==> src/rtl/alu_serial_seq_pkg.sv <==
// Shared definitions for the bit-serial ALU sequencer and its one-bit slice.
package alu_serial_seq_pkg;

  localparam logic [2:0] ALU_ADD = 3'd2;
  localparam logic [2:0] ALU_SUB = 3'd3;
  localparam logic [2:0] ALU_AND = 3'd4;
  localparam logic [2:0] ALU_OR  = 3'd5;
  localparam logic [2:0] ALU_NOR = 3'd6;
  localparam logic [2:0] ALU_XOR = 3'd7;

  typedef enum logic [1:0] {
    ST_IDLE = 2'd0,
    ST_RUN  = 2'd1,
    ST_DONE = 2'd2
  } state_t;

  // Codes with control[2]==0 (including the unnamed 0/1) take the adder path.
  function automatic logic is_arith(input logic [2:0] ctrl);
    return ~ctrl[2];
  endfunction

endpackage

==> src/rtl/alu1.sv <==
// One-bit ALU slice: adder path with optional B inversion, plus AND/OR/NOR/XOR.
module alu1
  import alu_serial_seq_pkg::*;
(
  input  logic       A,
  input  logic       B,
  input  logic       carryin,
  input  logic [2:0] control,
  output logic       out,
  output logic       carryout
);

  logic w_b_eff;
  logic w_sum;

  assign w_b_eff  = B ^ control[0];
  assign w_sum    = A ^ w_b_eff ^ carryin;
  assign carryout = (A & w_b_eff) | (A & carryin) | (w_b_eff & carryin);

  // Select the slice result; anything not a logic op goes through the adder.
  always_comb begin
    out = w_sum;
    case (control)
      ALU_AND: out = A & B;
      ALU_OR:  out = A | B;
      ALU_NOR: out = ~(A | B);
      ALU_XOR: out = A ^ B;
      default: out = w_sum;
    endcase
  end

endmodule

==> src/rtl/alu_serial_seq.sv <==
// Bit-serial ALU sequencer: drives one alu1 slice for WIDTH cycles, LSB first,
// threading the carry through a register; start/busy/done handshake.
module alu_serial_seq
  import alu_serial_seq_pkg::*;
#(
  parameter int WIDTH = 32
) (
  input  logic             clock,
  input  logic             reset,
  input  logic             start,
  input  logic [WIDTH-1:0] A,
  input  logic [WIDTH-1:0] B,
  input  logic [2:0]       control,
  output logic             busy,
  output logic             done,
  output logic [WIDTH-1:0] out,
  output logic             carryout,
  output logic             overflow,
  output logic             zero
);

  localparam int IDX_W = $clog2(WIDTH);
  localparam logic [IDX_W-1:0] LAST_IDX = IDX_W'(WIDTH - 1);

  state_t             r_state;
  state_t             w_next;
  logic [WIDTH-1:0]   r_a;
  logic [WIDTH-1:0]   r_b;
  logic [WIDTH-1:0]   r_res;
  logic [WIDTH-1:0]   r_out;
  logic [2:0]         r_ctrl;
  logic [IDX_W-1:0]   r_idx;
  logic               r_carry;
  logic               r_cout;
  logic               r_ovf;
  logic               w_slice_out;
  logic               w_slice_cout;
  logic               w_last;
  logic               w_accept;

  assign w_last   = (r_idx == LAST_IDX);
  assign w_accept = start && (r_state != ST_RUN);

  alu1 u_alu1 (
    .A        (r_a[0]),
    .B        (r_b[0]),
    .carryin  (r_carry),
    .control  (r_ctrl),
    .out      (w_slice_out),
    .carryout (w_slice_cout)
  );

  // State register.
  always_ff @(posedge clock or posedge reset) begin
    if (reset) r_state <= ST_IDLE;
    else       r_state <= w_next;
  end

  // Next-state logic; DONE accepts a new start directly for back-to-back ops.
  always_comb begin
    w_next = r_state;
    case (r_state)
      ST_IDLE: w_next = start ? ST_RUN : ST_IDLE;
      ST_RUN:  w_next = w_last ? ST_DONE : ST_RUN;
      ST_DONE: w_next = start ? ST_RUN : ST_IDLE;
      default: w_next = ST_IDLE;
    endcase
  end

  // Handshake outputs decoded from state.
  always_comb begin
    busy = 1'b0;
    done = 1'b0;
    case (r_state)
      ST_RUN:  busy = 1'b1;
      ST_DONE: done = 1'b1;
      default: ;
    endcase
  end

  // Datapath: operands shift right so bit idx is always at position 0, and the
  // result fills from the top so after WIDTH shifts bit 0 lands at LSB.
  always_ff @(posedge clock or posedge reset) begin
    if (reset) begin
      r_a     <= '0;
      r_b     <= '0;
      r_res   <= '0;
      r_out   <= '0;
      r_ctrl  <= '0;
      r_idx   <= '0;
      r_carry <= 1'b0;
      r_cout  <= 1'b0;
      r_ovf   <= 1'b0;
    end else if (w_accept) begin
      r_a     <= A;
      r_b     <= B;
      r_ctrl  <= control;
      r_idx   <= '0;
      r_carry <= is_arith(control) ? control[0] : 1'b0;
      r_res   <= '0;
    end else if (r_state == ST_RUN) begin
      r_a     <= r_a >> 1;
      r_b     <= r_b >> 1;
      r_res   <= {w_slice_out, r_res[WIDTH-1:1]};
      r_carry <= w_slice_cout;
      if (w_last) begin
        // r_carry here is the carry into the MSB slice.
        r_out  <= {w_slice_out, r_res[WIDTH-1:1]};
        r_cout <= is_arith(r_ctrl) & w_slice_cout;
        r_ovf  <= is_arith(r_ctrl) & (r_carry ^ w_slice_cout);
      end else begin
        r_idx <= r_idx + 1'b1;
      end
    end
  end

  assign out      = r_out;
  assign carryout = r_cout;
  assign overflow = r_ovf;
  assign zero     = (r_out == '0);

endmodule

==> config.mk <==
export PLATFORM = sky130hd
export DESIGN_NAME = alu_serial_seq
export DESIGN_NICKNAME = d
export VERILOG_FILES = /design/src/rtl/alu_serial_seq_pkg.sv /design/src/rtl/alu1.sv /design/src/rtl/alu_serial_seq.sv
export SDC_FILE = /design/constraint.sdc
export NUM_CORES = 1
export LEC_CHECK = 0
export CORE_UTILIZATION = 27
export DETAILED_ROUTE_END_ITERATION = 10
export GPL_ROUTABILITY_DRIVEN = 1
export PLACE_DENSITY = 0.53
export SLEW_MARGIN = 10
export SYNTH_ARGS = -nofsm -noshare
export SYNTH_HDL_FRONTEND = slang
export SYNTH_SLANG_ARGS = --single-unit
==> constraint.sdc <==
create_clock -name clock -period 8.9 [get_ports clock]
set_clock_uncertainty 0.2 [all_clocks]
set_input_delay 1.78 -clock clock [delete_from_list [all_inputs] [get_ports clock]]
set_output_delay 1.78 -clock clock [all_outputs]
set_load 0.03 [all_outputs]
==> results of run 1 <==
-- cells in the final DEF, fill, tap and decap left out, drive strengths merged, types with 3 or more instances in the layout --
cell type      Yosys  routed
a21oi              3       3
nor2               7       7
ha                 4       4
mux2              35      35
mux2i             66      66
o21ai             94      94
nand2            128     128
a22o               3       3
clkinv             0       5
dfrtp            140     140
buf               25       5
clkbuf            11      17
clkdlybuf4s50      0     105
clkinvlp           0       5
inv                8      10
nor4               8       8
-- critical path, cell delays in order (launching register included) --
cell	delay, ns
dfrtp_1	0.39
nor4_1	0.41
nand4_1	0.16
nor2_1	0.13
clkdlybuf4s50_1	0.67
-- state kept, by name, indices dropped and copies added, names as in the netlist --
signal	flops
r_state	2
r_res	31
r_carry	1
r_a	32
carryout	1
out	32
overflow	1
r_idx	5
r_b	32
r_ctrl	3
-- layer usage --
layer | global-route usage (%) | vias up | routed length (µm)
li1 | - | 2079 | -
met1 | 14.39 | 2024 | 6069
met2 | 17.66 | 95 | 5787
met3 | 4.566 | 11 | 755
met4 | 3.571 | 0 | 110
met5 | 0 | - | 0
-- power breakdown --
group          internal, mW  switching, mW  total, mW
Clock                 0.411          0.278      0.689
Combinational         0.352          0.445      0.797
Sequential            0.893          0.180       1.07
Total                  1.66          0.903       2.56
-- cells by family after synthesis --
logic type | after synthesis | share of synthesized area (%)
AOI/OAI and AO/OA | 108 | 9.247
xor gates and xnor gates | 2 | 0.2821
adders and majority gates | 5 | 1.128
buffers and inverters | 44 | 4.794
DFF | 140 | 56.41
muxes | 101 | 17.83
and+or+nand+nor | 154 | 10.31
-- worst min path at each step --
stage | endpoint | slack, ns | cells past startpoint
final | r_b[14]$_DFFE_PP0P_ | 0.28 | 2
after CTS | r_b[14]$_DFFE_PP0P_ | 0.28 | 2
after global routing | r_b[15]$_DFFE_PP0P_ | 0.31 | 2
after floorplan | r_a[0]$_DFFE_PP0P_ | 0.25 | 2
after detailed placement | r_a[5]$_DFFE_PP0P_ | 0.27 | 2
after global placement | r_b[16]$_DFFE_PP0P_ | 0.26 | 2
-- layout make-up --
type,count,area [µm²]
inverter,8,37.54
fill,2228,14600
timing repair buffer,110,1089
sequential,140,3503
tap,285,356.6
clock inverter,14,147.6
clock buffer,17,425.4
multi-input combinational,370,2410
==> flow_summary.toml, run 1 <==
[drt]
drt-pass1-iter-count = 4
wl_per_cell_um = 13.48
finalWirelength_mm = 12.72
drc_errors = 0
ant_nets = 0
initialDrtViolationCount = 174
via_per_inst = 4.459
via_count = 4209

[sta]
setup_slack_ns = 4.745
report.final.setup_viol = 0
max_slew.worst_pin.slew_ns = 1.142
report.final.hold_viol_count = 0
fin_worst_hold_slack_ns = 0.2780
fin_setup_tns_ns = 0
fmaxAchievable_mhz = 240.7
max_slew_margin_pct = 23.84
drv_slew = 0
timing.final.crit_share_pct = 46.69
setup_repair_after_global_routing_missed_its_margin = "no"
period_minus_slack_ns = 4.155

[worst_setup_path]
cp_data_required_time_ns = 6.92
timing.critical_path.from = "out[18]$_DFFE_PP0P_"
setup.reg_to_reg.worst_slack_ns = 6.30
worst_r2r_path_depth = 4
startpoint_of_the_worst_register_to_register_path = "r_state[1]$_DFF_PP0_"
crit_arrival_ns = 2.18
start_kind = "register"
critical_path.reg2reg.endpoint = "r_b[8]$_DFFE_PP0P_"
worst_setup_path_endpoint = "zero"
critical_path.max_fanout = 3
critPathCaptureType = "primary output"
timing_worst_setup_path_type = "reg -> out"

[cts]
clock-sinks = 140
total_cts_buffers = 17
clk_latency_ns = 0.41
cts-hold-fix-buffers = 0
cts_tree = "done"
cts_h_tree_depth = 4
cts_buffer_depth = 2
root_buffer = "clkbuf_16"
path_clk_slew_ns = 0.06
cts-resized-gates = 0
cts_setup_buffers = 0

[logic_synthesis]
synth.avg_cell_area_um2 = 11.21
synthArstFlopShare_pct = 100.0
synth.top_cells.by_area = "dfrtp_1 (56%), mux2i_1 (11%), nand2_1 (7.7%)"
postSynthNetCount = 629
synth_area_leader_cell = "dfrtp_1"
synthCells = 554
synth_common_cells = "dfrtp_1 (140), nand2_1 (128), o21ai_0 (71)"
number_of_different_library_cells_in_the_post_synthesis_netlist = 37
netlist.area_leader.share_pct = 56.41
synth_most_common_cell = "dfrtp_1"
netlist_area_before_placement_mm2 = 0.006211
postSynthRegisterBits = 140
synth-seq-area-share_pct = 56.41
synth_top_flop_cell = "dfrtp_1"
synth_enable_flop_cells = 0
synth_warnings = 0

[die]
row_count = 55
die_height_um = 153.7
top_level_ports = 107
floorplan.die_area_mm2 = 0.02361
fp.dieW_um = 153.7
placeableCoreArea_mm2 = 0.02257
floorplan.initialDensity_pct = 27.52

[placement]
port_buffers = 106
gpl.final_weighted_congestion = 0.7436
dp.final_hpwl_mm = 8.413
post-place-cells = 913
post_dp_cell_area_mm2 = 0.007396
post-place-ws_ns = 4.979

[power]
powerDensity_mw_per_mm2 = 321.2
p_leak_nw = 3.480
vdd_drop_max_uv = 121.2
design_power_total_mw = 2.559

[grt]
antenna_found_initial = 0
grt_pass1_wl_mm = 21.18
first_global_vias = 4135
grt_start_max_net_pins = 138
grt_util_all_layers_pct = 11.36
gr-total-overflow = 0

[layout]
layout.cells.non_filler = 944
antennaDiodeCount = 0
design.final.nets = 722
final_design_area_no_fill_mm2 = 0.007969
drive_above_1_share_pct = 11.23
postLayoutCoreUtil_pct = 35.30
area_growth_syn_to_layout_pct = 28.30

[worst_hold_path]
hold_path_class = "reg -> reg"
hold_path_startpoint = "r_b[15]$_DFFE_PP0P_"

[run]
max-cap-violations = 0

[status]
outcome = "finished clean"
Note: power is estimated with default switching activity, not from simulation.
==> run 2: changes to the inputs <==
==> constraint.sdc (replaced) <==
create_clock -name clock -period 4 [get_ports clock]
set_clock_uncertainty 0.2 [all_clocks]
set_input_delay 0.8 -clock clock [delete_from_list [all_inputs] [get_ports clock]]
set_output_delay 0.8 -clock clock [all_outputs]
set_load 0.03 [all_outputs]
==> run 2 against run 1 <==
Net effect:
- critical endpoint unchanged
- utilization increased by 0.72 points
- sequential power increased by 120%
- clock-buffer cell count increased by 1
- first-iteration DRC count increased by 7.5%
- critical path type unchanged
- setup slack got worse by 3.9 ns
- worst hold slack improved by 0.0022 ns
==> flow_summary.toml, run 2 (synthesis results as in run 1) <==
[layout]
final_cell_mix = "dfrtp_1 (140), nand2_1 (128), clkdlybuf4s50_1 (105)"
antennaDiodeCount = 0
postLayoutCoreUtil_pct = 36.03
design.final.nets = 725
area_growth_syn_to_layout_pct = 30.92
drive_above_1_share_pct = 11.76
layout_commonest_cell = "dfrtp_1"

[placement]
post-place-ws_ns = 1.223
dp.final_hpwl_mm = 8.792
port_buffers = 106
gpl.final_weighted_congestion = 0.7244

[cts]
cts_buffer_depth = 2
total_cts_buffers = 17
path_clk_slew_ns = 0.06
cts_setup_buffers = 0
cts_tree = "done"
cts_h_tree_depth = 4
root_buffer = "clkbuf_16"
cts-hold-fix-buffers = 0
cts-resized-gates = 0
clk_latency_ns = 0.42
clock-sinks = 140

[sta]
max_slew_margin_pct = 28.34
setup_slack_ns = 0.8636
period_minus_slack_ns = 3.136
timing.final.crit_share_pct = 78.41
setup_repair_after_global_routing_missed_its_margin = "no"
drv_slew = 0
report.final.setup_viol = 0
fmaxAchievable_mhz = 318.8
max_slew.worst_pin.slew_ns = 1.075
report.final.hold_viol_count = 0
fin_setup_tns_ns = 0

[die]
floorplan.die_area_mm2 = 0.02361
placeableCoreArea_mm2 = 0.02257
floorplan.initialDensity_pct = 27.52
die_height_um = 153.7
fp.dieW_um = 153.7
row_count = 55
top_level_ports = 107

[status]
outcome = "finished clean"

[worst_hold_path]
worst_hold_path.num_cells = 2
hold_path_class = "reg -> reg"

[power]
design_power_total_mw = 6.047
vdd_drop_max_uv = 257.4
powerDensity_mw_per_mm2 = 743.6
p_leak_nw = 3.567

[grt]
grt_util_all_layers_pct = 11.79
grt_start_max_net_pins = 128
grt_pass1_wl_mm = 21.94
first_global_vias = 4298
top_usage_layer = "met2"
gr-total-overflow = 0
met1_usage_pct = 15.01
met3_global_route_usage_pct = 4.002
grt.met2_usage_pct = 18.38
antenna_found_initial = 2

[worst_setup_path]
cp_cell_sequence = "nor4_1 > nand4_1 > nor2_1 > clkdlybuf4s50_1"
cp_data_required_time_ns = 3.00
critical_path.max_fanout = 3
crit_arrival_ns = 2.14
worst_path_max_delay_cell = "clkdlybuf4s50_1"
critPathCaptureType = "primary output"
worst_r2r_path_depth = 5
cp_slowest_stage_delay_ns = 0.67
timing_worst_setup_path_type = "reg -> out"
start_kind = "register"

[drt]
initialDrtViolationCount = 187
via_count = 4315
via_per_inst = 4.552
drt-pass1-iter-count = 6
finalWirelength_mm = 13.03
ant_nets = 0
wl_per_cell_um = 13.74
drc_errors = 0

[run]
max-cap-violations = 0
-- run 2: power breakdown --
| group | internal (mW) | switching (mW) | leakage, nW | total (mW) |
|---|---|---|---|---|
| clock network | 1.25 | 0.625 | 0.341 | 1.88 |
| logic | 0.791 | 0.990 | 1.53 | 1.78 |
| registers | 1.99 | 0.402 | 1.69 | 2.39 |
-- run 2: stage by stage --
stage               cells  hold WS, ns  area (µm²)
floorplan             554       0.2480        6215
global placement      916       0.2598        7430
detailed placement    916       0.2711        7430
CTS                   948       0.2847        8132
global route          948       0.3049        8132
finish                948       0.2801        8132
-- run 2: per-layer routing --
| layer | share of wire (%) | wire length [µm] | up-vias |
|---|---|---|---|
| met2 | 46 | 6027 | 97 |
| met3 | 5.3 | 685 | 13 |
| met1 | 47 | 6169 | 2103 |
| met5 | 0.20 | 26 | - |
| li1 | - | - | 2098 |
| met4 | 0.91 | 118 | 4 |
-- run 2: worst paths after layout --
path	start	end	slack, ns
min	r_b[19]$_DFFE_PP0P_	r_b[18]$_DFFE_PP0P_	0.28
min reg2reg	r_b[19]$_DFFE_PP0P_	r_b[18]$_DFFE_PP0P_	0.28
min in group asynchronous	reset	r_b[12]$_DFFE_PP0P_	0.62
max in group asynchronous	reset	r_res[21]$_DFFE_PP0P_	2.13
max	out[19]$_DFFE_PP0P_	zero	0.86
max reg2reg	r_state[1]$_DFF_PP0_	r_res[17]$_DFFE_PP0P_	1.29
-- run 2: worst max-delay path, delay by kind of cell (launching register included) --
family | cells | cell delay (ns)
buffers and inverters | 1 | 0.67
AND/OR/NAND/NOR | 3 | 0.66
flip-flops | 1 | 0.39
-- run 2: final cells by class --
type / instances / area [µm²]
tap: 285 / 356.6
multi-input combinational: 370 / 2410
sequential: 140 / 3503
inverter: 8 / 36.28
timing repair buffer: 113 / 1124
fill: 2220 / 14440
clock buffer: 18 / 439.2
clock inverter: 14 / 262.8
==> run 3: changes to the inputs <==
==> constraint.sdc (replaced) <==
create_clock -name clock -period 3 [get_ports clock]
set_clock_uncertainty 0.2 [all_clocks]
set_input_delay 0.6 -clock clock [delete_from_list [all_inputs] [get_ports clock]]
set_output_delay 0.6 -clock clock [all_outputs]
set_load 0.03 [all_outputs]
==> run 3 against run 2 <==
Net effect:
- global-route usage decreased by 0.18 points
- cell area is 0.43% lower
- clock power up 15%
- combinational power rose by 35%
- cell count stayed put
- routed wire length shrank 0.91%
- clock-buffer cell count grew 4
- via count shrank 2.9%
- die area is the same
- setup slack got worse by 0.61 ns
- first-iteration DRC count decreased by 21%
- sequential cell count is the same
==> flow_summary.toml, run 3 (synthesis results as in run 1) <==
[status]
outcome = "finished clean"

[placement]
port_buffers = 106
gpl.final_weighted_congestion = 0.7620
post-place-cells = 916
post_dp_cell_area_mm2 = 0.007480
dp.final_hpwl_mm = 8.665

[layout]
layout.cells.non_filler = 948
final_cell_mix = "dfrtp_1 (140), nand2_1 (128), clkdlybuf4s50_1 (104)"
area_growth_syn_to_layout_pct = 30.36
design.final.nets = 725
final_design_area_no_fill_mm2 = 0.008097
antennaDiodeCount = 0
drive_above_1_share_pct = 11.61
layout_commonest_cell = "dfrtp_1"

[grt]
gr-total-overflow = 0
antenna_found_initial = 0
first_global_vias = 4216
grt_util_all_layers_pct = 11.61
grt_start_max_net_pins = 192
grt_pass1_wl_mm = 21.65

[power]
vdd_drop_max_uv = 368.9
p_leak_nw = 3.550
powerDensity_mw_per_mm2 = 957.7
design_power_total_mw = 7.754

[cts]
cts-resized-gates = 2
clock-sinks = 140
path_clk_slew_ns = 0.06
cts_tree = "done"
cts_buffer_depth = 2
cts-hold-fix-buffers = 0
total_cts_buffers = 17
cts_h_tree_depth = 4
clk_latency_ns = 0.41
cts_setup_buffers = 0
root_buffer = "clkbuf_16"

[die]
die_height_um = 153.7
row_count = 55
floorplan.initialDensity_pct = 27.52
top_level_ports = 107
placeableCoreArea_mm2 = 0.02257
fp.dieW_um = 153.7
floorplan.die_area_mm2 = 0.02361

[sta]
setup_repair_after_global_routing_missed_its_margin = "no"
fin_setup_tns_ns = 0
max_slew_margin_pct = 53.01
fmaxAchievable_mhz = 364.7
drv_slew = 0
report.final.setup_viol = 0
fin_worst_hold_slack_ns = 0.2746
max_slew.worst_pin.slew_ns = 0.7049
report.final.hold_viol_count = 0
period_minus_slack_ns = 2.742
timing.final.crit_share_pct = 91.40

[drt]
via_per_inst = 4.418
initialDrtViolationCount = 148
ant_nets = 0
via_count = 4188
drt-pass1-iter-count = 4
finalWirelength_mm = 12.91
drc_errors = 0
wl_per_cell_um = 13.62

[worst_setup_path]
cp_data_required_time_ns = 2.20
critical_path.max_fanout = 3
timing_worst_setup_path_type = "reg -> out"
start_kind = "register"
crit_arrival_ns = 1.94
critPathCaptureType = "primary output"

[run]
max-cap-violations = 0

[worst_hold_path]
hold_path_class = "reg -> reg"
## run 3: changes by cell type in the layout (fill, tap and decap cells not counted), moves of 2 or more
cell       change
clkbuf_8       +2
clkbuf_1       +2
buf_12         +4
buf_4          -4
bufinv_16      -4
## run 3: metal layers
| layer | track usage (%) | up-vias | part of all wire, % |
|---|---|---|---|
| li1 | - | 2094 | - |
| met1 | 14.65 | 1992 | 47 |
| met2 | 18.48 | 88 | 47 |
| met3 | 3.439 | 14 | 4.6 |
| met4 | 4.857 | 0 | 1.3 |
| met5 | 0 | - | 0 |
## run 3: final cells by class
| type | instances | area, µm² |
|---|---|---|
| tap | 285 | 356.6 |
| timing repair buffer | 113 | 1172 |
| clock buffer | 22 | 474.2 |
| multi-input combinational | 370 | 2416 |
| clock inverter | 10 | 137.6 |
| inverter | 8 | 36.28 |
| sequential | 140 | 3503 |
| fill | 2234 | 14480 |
## run 3: power breakdown
| part | switching, mW | internal (mW) |
|---|---|---|
| clock network | 0.797 | 1.37 |
| logic | 1.34 | 1.07 |
| registers | 0.519 | 2.65 |
| total | 2.66 | 5.09 |
## run 3: stage by stage
stage / setup slack, ns / utilization [%]
2_1_floorplan: 0.4509 / -
3_3_place_gp: 0.2722 / 33.14
3_5_place_dp: 0.2415 / 33.14
4_1_cts: 0.2104 / 35.87
5_1_grt: 0.1156 / 35.87
6_report: 0.2579 / 35.87
## run 3: worst max-delay path: stages (launching register included)
cell and delay [ns]:
dfrtp_1 0.40, nor4_2 0.40, nand4_1 0.20, nor2_1 0.12
dlygate4sd2_1 0.40
## run 3: worst paths after layout
| check | from | endpoint | slack (ns) | depth (start not counted) |
|---|---|---|---|---|
| setup reg to reg | r_idx[0]$_DFFE_PP0P_ | out[23]$_DFFE_PP0P_ | 0.69 | 6 |
| setup / recovery | out[19]$_DFFE_PP0P_ | zero | 0.26 | 4 |
| hold / removal | r_b[29]$_DFFE_PP0P_ | r_b[28]$_DFFE_PP0P_ | 0.27 | 2 |
| hold reg to reg | r_b[29]$_DFFE_PP0P_ | r_b[28]$_DFFE_PP0P_ | 0.27 | 2 |
| min in group asynchronous | reset | r_b[6]$_DFFE_PP0P_ | 0.46 | 3 |
| max in group asynchronous | reset | r_a[29]$_DFFE_PP0P_ | 1.71 | 3 |
